===== src/rtl/sdram_pkg.sv =====
// Shared constants, bank indices and channel state type for the SDRAM
// request generator and its triple-buffer allocator.
package sdram_pkg;

   localparam int unsigned BURST_LEN    = 512;
   localparam int unsigned FIFO_DEPTH   = 1024;
   localparam int unsigned LVL_W        = 11;
   localparam int unsigned ROW_W        = 13;
   localparam int unsigned FRAME_BURSTS = 600;
   localparam int unsigned HOLD_CYC     = 4;
   localparam int unsigned BANK_W       = 2;

   localparam logic [BANK_W-1:0] BANK0 = 2'd0;
   localparam logic [BANK_W-1:0] BANK1 = 2'd1;
   localparam logic [BANK_W-1:0] BANK2 = 2'd2;

   typedef enum logic [1:0] {
      IDLE = 2'd0,
      REQ  = 2'd1,
      HOLD = 2'd2
   } chan_state_e;

   // Lowest of the three frame banks that is neither a nor b.
   function automatic logic [BANK_W-1:0] free_bank(input logic [BANK_W-1:0] a,
                                                   input logic [BANK_W-1:0] b);
      logic [BANK_W-1:0] sel;
      sel = BANK2;
      if (a != BANK1 && b != BANK1) sel = BANK1;
      if (a != BANK0 && b != BANK0) sel = BANK0;
      return sel;
   endfunction

endpackage


===== src/rtl/frame_buf_sel.sv =====
// Triple-buffer bank allocator: computes post-edge writer/reader banks and the
// last completed frame so the writer never lands on the bank being displayed.
module frame_buf_sel
   import sdram_pkg::*;
(
   input  logic              wr_wrap,
   input  logic              rd_wrap,
   input  logic              frame_valid,
   input  logic [BANK_W-1:0] wr_bank,
   input  logic [BANK_W-1:0] rd_bank,
   input  logic [BANK_W-1:0] last_done,
   output logic [BANK_W-1:0] wr_bank_nxt_c,
   output logic [BANK_W-1:0] rd_bank_nxt_c,
   output logic [BANK_W-1:0] last_done_nxt_c,
   output logic              rd_load_c
);

   // The first completed frame forces a reader wrap onto it; a reader wrap
   // landing with a writer wrap takes the bank that just completed.
   always_comb begin
      last_done_nxt_c = last_done;
      rd_bank_nxt_c   = rd_bank;
      wr_bank_nxt_c   = wr_bank;
      rd_load_c       = rd_wrap || (wr_wrap && !frame_valid);

      if (wr_wrap) last_done_nxt_c = wr_bank;
      if (rd_load_c) rd_bank_nxt_c = last_done_nxt_c;
      if (wr_wrap) wr_bank_nxt_c = free_bank(wr_bank, rd_bank_nxt_c);
   end

endmodule


===== src/rtl/sdram_req_gen.sv =====
// Burst request generator: raises full-row write/read requests from FIFO fill
// levels and walks bank/row addresses through a three-bank frame buffer.
module sdram_req_gen #(
   parameter int unsigned BURST_LEN    = sdram_pkg::BURST_LEN,
   parameter int unsigned FIFO_DEPTH   = sdram_pkg::FIFO_DEPTH,
   parameter int unsigned LVL_W        = sdram_pkg::LVL_W,
   parameter int unsigned ROW_W        = sdram_pkg::ROW_W,
   parameter int unsigned FRAME_BURSTS = sdram_pkg::FRAME_BURSTS,
   parameter int unsigned HOLD_CYC     = sdram_pkg::HOLD_CYC
) (
   input  logic             clk,
   input  logic             rst,
   input  logic             init_done,
   input  logic             cam_frame_start,
   input  logic [LVL_W-1:0] wfifo_level,
   input  logic [LVL_W-1:0] rfifo_level,
   input  logic             wr_sdram_ack,
   input  logic             rd_sdram_ack,
   output logic             wr_sdram_req,
   output logic             rd_sdram_req,
   output logic [1:0]       wr_bank,
   output logic [ROW_W-1:0] wr_row,
   output logic [1:0]       rd_bank,
   output logic [ROW_W-1:0] rd_row,
   output logic             frame_valid
);
   import sdram_pkg::*;

   localparam int unsigned HOLD_W = $clog2(HOLD_CYC + 1);

   chan_state_e       wr_state;
   chan_state_e       rd_state;
   logic [HOLD_W-1:0] wr_hold_cnt;
   logic [HOLD_W-1:0] rd_hold_cnt;
   logic [1:0]        last_done;
   logic              frame_start_pend;

   logic              wr_ack_c;
   logic              rd_ack_c;
   logic              wr_wrap_c;
   logic              rd_wrap_c;
   logic              wr_start_c;
   logic              rd_start_c;
   logic              rd_load_c;
   logic [1:0]        wr_bank_nxt_c;
   logic [1:0]        rd_bank_nxt_c;
   logic [1:0]        last_done_nxt_c;

   // Acks only count while their own channel is waiting in REQ.
   always_comb begin
      wr_ack_c   = (wr_state == REQ) && wr_sdram_ack;
      rd_ack_c   = (rd_state == REQ) && rd_sdram_ack;
      wr_wrap_c  = wr_ack_c && (wr_row == ROW_W'(FRAME_BURSTS - 1));
      rd_wrap_c  = rd_ack_c && (rd_row == ROW_W'(FRAME_BURSTS - 1));
      wr_start_c = init_done && (wfifo_level >= LVL_W'(BURST_LEN));
      rd_start_c = init_done && frame_valid &&
                   (rfifo_level <= LVL_W'(FIFO_DEPTH - BURST_LEN));
   end

   frame_buf_sel u_frame_buf_sel (
      .wr_wrap         (wr_wrap_c),
      .rd_wrap         (rd_wrap_c),
      .frame_valid     (frame_valid),
      .wr_bank         (wr_bank),
      .rd_bank         (rd_bank),
      .last_done       (last_done),
      .wr_bank_nxt_c   (wr_bank_nxt_c),
      .rd_bank_nxt_c   (rd_bank_nxt_c),
      .last_done_nxt_c (last_done_nxt_c),
      .rd_load_c       (rd_load_c)
   );

   // Write channel FSM.
   always_ff @(posedge clk) begin
      if (rst) begin
         wr_state     <= IDLE;
         wr_sdram_req <= 1'b0;
         wr_hold_cnt  <= '0;
      end else begin
         case (wr_state)
            IDLE: begin
               wr_hold_cnt <= '0;
               if (wr_start_c) begin
                  wr_state     <= REQ;
                  wr_sdram_req <= 1'b1;
               end
            end
            REQ: begin
               if (wr_ack_c) begin
                  wr_state     <= HOLD;
                  wr_sdram_req <= 1'b0;
                  wr_hold_cnt  <= '0;
               end
            end
            HOLD: begin
               if (wr_hold_cnt == HOLD_W'(HOLD_CYC - 1)) wr_state <= IDLE;
               else wr_hold_cnt <= wr_hold_cnt + HOLD_W'(1);
            end
            default: begin
               wr_state     <= IDLE;
               wr_sdram_req <= 1'b0;
            end
         endcase
      end
   end

   // Read channel FSM.
   always_ff @(posedge clk) begin
      if (rst) begin
         rd_state     <= IDLE;
         rd_sdram_req <= 1'b0;
         rd_hold_cnt  <= '0;
      end else begin
         case (rd_state)
            IDLE: begin
               rd_hold_cnt <= '0;
               if (rd_start_c) begin
                  rd_state     <= REQ;
                  rd_sdram_req <= 1'b1;
               end
            end
            REQ: begin
               if (rd_ack_c) begin
                  rd_state     <= HOLD;
                  rd_sdram_req <= 1'b0;
                  rd_hold_cnt  <= '0;
               end
            end
            HOLD: begin
               if (rd_hold_cnt == HOLD_W'(HOLD_CYC - 1)) rd_state <= IDLE;
               else rd_hold_cnt <= rd_hold_cnt + HOLD_W'(1);
            end
            default: begin
               rd_state     <= IDLE;
               rd_sdram_req <= 1'b0;
            end
         endcase
      end
   end

   // Address walk; a VSYNC during an open write burst is applied at its ack.
   always_ff @(posedge clk) begin
      if (rst) begin
         wr_bank          <= BANK0;
         wr_row           <= '0;
         rd_bank          <= BANK0;
         rd_row           <= '0;
         last_done        <= BANK0;
         frame_valid      <= 1'b0;
         frame_start_pend <= 1'b0;
      end else begin
         if (wr_ack_c) begin
            if (wr_wrap_c || frame_start_pend || cam_frame_start) wr_row <= '0;
            else wr_row <= wr_row + ROW_W'(1);
            frame_start_pend <= 1'b0;
         end else if (cam_frame_start) begin
            if (wr_state == REQ) frame_start_pend <= 1'b1;
            else wr_row <= '0;
         end

         if (rd_load_c) rd_row <= '0;
         else if (rd_ack_c) rd_row <= rd_row + ROW_W'(1);

         if (wr_wrap_c) frame_valid <= 1'b1;

         wr_bank   <= wr_bank_nxt_c;
         rd_bank   <= rd_bank_nxt_c;
         last_done <= last_done_nxt_c;
      end
   end

endmodule


===== config.mk =====
export PLATFORM = sky130hd
export DESIGN_NAME = sdram_req_gen
export DESIGN_NICKNAME = d
export VERILOG_FILES = /design/src/rtl/sdram_pkg.sv /design/src/rtl/frame_buf_sel.sv /design/src/rtl/sdram_req_gen.sv
export SDC_FILE = /design/constraint.sdc
export NUM_CORES = 1
export LEC_CHECK = 0
export ABC_AREA = 1
export CAP_MARGIN = 40
export CORE_AREA = 2 2 88 90
export CTS_CLUSTER_SIZE = 16
export DETAILED_ROUTE_END_ITERATION = 7
export DIE_AREA = 0 0 90 92
export PLACE_DENSITY_LB_ADDON = 0.1
export SYNTH_ARGS = -nofsm -noshare
export SYNTH_HDL_FRONTEND = slang
export SYNTH_SLANG_ARGS = --single-unit

===== constraint.sdc =====
create_clock -name clk -period 2.6 [get_ports clk]
set_input_delay 0.26 -clock clk [delete_from_list [all_inputs] [get_ports clk]]
set_output_delay 0.26 -clock clk [all_outputs]
set_load 0.1 [all_outputs]

==> results.sh <==
export IMPL_firstDrtPassIters=4
export IMPL_clkSinkCount=46
export IMPL_clk_path_buf_depth=2
export IMPL_die_x_um=90
export IMPL_die_h_um=92
export IMPL_min_period_ns=1.900
export IMPL_core_area_mm2=0.007447
export IMPL_endpoint_kind="register"
export IMPL_ys_seq_elements=46
export IMPL_worstPathArrival_ns=2.09
export IMPL_powerDensity_mw_per_mm2=460.8
export IMPL_synth_top_family_by_area="simple AND/OR/NAND/NOR gates"
export IMPL_syn_inst=346
export IMPL_fin_util_pct=41.47
export IMPL_synth_async_reset_ratio_pct=0
export IMPL_rows=32
export IMPL_num_fill_cells=823
export IMPL_drive_gt1_share_pct=14.93
export IMPL_antenna_diode_count=0
export IMPL_status="complete, no violations"
export IMPL_setup_viol=0
export IMPL_cts_max_level=2
export IMPL_preCtsSetupSlack_ns=0.5713
export IMPL_wl_per_cell_um=11.08
export IMPL_finalWorstSetupSlack_ns=0.6995
export IMPL_cts_setup_buffers=0
export IMPL_maxCapViolations=0
export IMPL_ys_seq_area_share_pct=37.96
export IMPL_grt_overflow_total=0
export IMPL_numCtsBuffers=5
export IMPL_root_buffer="clkbuf_8"
export IMPL_place_gp_congestion=0.7855
export IMPL_netlist_area_mm2=0.002426
export IMPL_hold_viol_final=0
export IMPL_clock_latency_ns=0.30
export IMPL_grt_pass1_vias=2071
export IMPL_worstSetupStartpointType="register"
export IMPL_p_leak_uw=0.001298
export IMPL_min_from="rd_hold_cnt[2]$_SDFFE_PP0P_"
export IMPL_via_per_inst=4.603
export IMPL_slew_headroom_pct=77.51
export IMPL_grt_max_degree=25
export IMPL_cts_tree="yes"
export IMPL_cp_max_fo=12
export IMPL_fmax_ghz=0.5262
export IMPL_setup_tns_ns=0
export IMPL_dp_hpwl_um=4072
export IMPL_drcViolationCount=0
export IMPL_worst_pin_slew_ns=0.3352
export IMPL_synthDistinctLibCells=33
export IMPL_drt_iter0_drc=72
export IMPL_synthesis_nets=380
export IMPL_cts_resized=0
export IMPL_r2r_start="wr_row[0]$_SDFFE_PP0P_"
export IMPL_synth_fa_ha_area_share_pct=3.094
export IMPL_ys_flop_type="dfxtp_1"
export IMPL_fin_crit_sh_pct=73.10
export IMPL_start_util_pct=32.58
export IMPL_path_clk_slew_ns=0.09
export IMPL_avgSynthCellArea_um2=7.012
export IMPL_synth_edff_count=0
export IMPL_final_cells=504
export IMPL_io_pins=61
export IMPL_skew_ns=0.009205
export IMPL_startpoint="wr_row[0]$_SDFFE_PP0P_"
export IMPL_final_nets=435
export IMPL_routed_wl_um=5582
export IMPL_yosys_mux_area_fraction_pct=0
export IMPL_cp_required_ns=2.79
export IMPL_hold_path_class="reg -> reg"
export IMPL_ant_nets=0
export IMPL_holdWs_ns=0.4663
export IMPL_vdd_drop_max_uv=173.4
export IMPL_critPathKind="reg -> reg"
export IMPL_yosysWarnings=0
export IMPL_rsz0062_at_grt="false"
export IMPL_grt_pass1_wl_um=9294
export IMPL_synth_compound_area_share_pct=13.46
export IMPL_synth_xor_area_share_pct=2.527
export IMPL_ctsHoldBuffers=0
export IMPL_dr_total_vias=2320
export IMPL_die_area_mm2=0.008280
export IMPL_grt_util_all_layers_pct=13.59
export IMPL_dpl_cell_count=496
export IMPL_synthToLayoutAreaGrowth_pct=27.28
export IMPL_report_final_slew_viol_count=0
export IMPL_yosys_area_share_simple_pct=34.61
export IMPL_io_buffers=51
export IMPL_antenna_found_initial=0
synthesized netlist by cell type, types with 6 or more instances:
cell type / instances / share of area (%)
inv_1: 44 / 6.8
nand3_1: 19 / 3.9
nand2_1: 76 / 12
nor2_1: 43 / 6.7
o21ai_0: 13 / 2.7
nand4_1: 9 / 2.3
dfxtp_1: 46 / 38
xor2_1: 6 / 2.2
nor3_1: 6 / 1.2
a21oi_1: 33 / 6.8
ha_1: 6 / 3.1
logic make-up after synthesis:
kind of cell,count (synthesis)
flip-flops,46
XOR/XNOR,7
adder cells (fa/ha/maj),6
buffers and inverters,53
AO/OA/AOI/OAI,58
AND/OR/NAND/NOR,176
metrics by stage:
step / area (um^2) / total power [uW]
finish: 3088 / 1423
global route: 3088 / 1490
CTS: 3088 / 1452
detailed placement: 2982 / 906.2
global placement: 2982 / 905.1
floorplan: 2426 / 846.5
metal layers:
metal	up-vias	track usage, %	share of wire (%)
met5	-	0	0
met4	0	4.231	1.2
met3	8	3.369	5.1
met2	46	24.06	47
met1	1033	16.20	47
li1	1233	-	-
critical path: stages (launching register included):
cell and delay (ns):
dfxtp_1 0.42, ha_1 0.19, nand2_1 0.08, inv_2 0.09, nand2_1 0.09, nor2_4 0.15, nand2_2 0.14, nand3b_1 0.12
nor2_1 0.04, buf_4 0.18, inv_1 0.09, nor2_1 0.05, a21oi_1 0.11, nor2_1 0.05
state kept, by name (all words and copies together), names as in the netlist:
name / flops
rd_row: 13
wr_row: 13
rd_hold_cnt: 3
wr_hold_cnt: 3
last_done: 2
rd_bank: 2
rd_state: 2
wr_bank: 2
wr_state: 2
frame_start_pend: 1
frame_valid: 1
rd_sdram_req: 1
wr_sdram_req: 1
cells in the final DEF, fill, tap and decap left out, types with 2 or more instances in the layout:
cell and count:
nand3b_1 4, o21a_1 2, nand4_1 9, a211oi_1 2, nand3_2 4, buf_4 37
nor3b_1 2, ha_1 6, o21ai_0 13, xor2_1 6, or2_2 3, clkbuf_1 2
clkdlybuf4s50_1 18, inv_1 44, nor2_4 4, dfxtp_1 46, nand3_1 19, nand2_1 76
o21bai_1 3, o211a_1 2, nor2_1 43, a21oi_1 33, nand2_2 2, clkbuf_8 5
nor3_1 6
worst paths after layout:
| path | slack (ns) | cells past startpoint | end |
|---|---|---|---|
| setup reg to reg | 0.70 | 13 | wr_row[10]$_SDFFE_PP0P_ |
| setup / recovery | 0.70 | 13 | wr_row[10]$_SDFFE_PP0P_ |
| hold reg to reg | 0.47 | 2 | rd_hold_cnt[2]$_SDFFE_PP0P_ |
| hold / removal | 0.47 | 2 | rd_hold_cnt[2]$_SDFFE_PP0P_ |
report_power, final:
part           internal [uW]  leakage (uW)  switching (uW)
Clock                    288     0.0000524             247
Combinational           57.5      0.000874             101
Sequential               718      0.000371            11.5
area by class of cell:
class                   count  area [um^2]  share of cell area (%)
multi-input cells         247         1303                   42.18
well taps                 102        127.6                   4.133
repair buffers             55        457.9                   14.83
clock inverters             1        30.03                  0.9724
flip-flops and latches     46        920.9                   29.82
inverters                  46        172.7                   5.592
clock buffers               7        76.32                   2.472
Note: power is estimated with default switching activity, not from simulation.
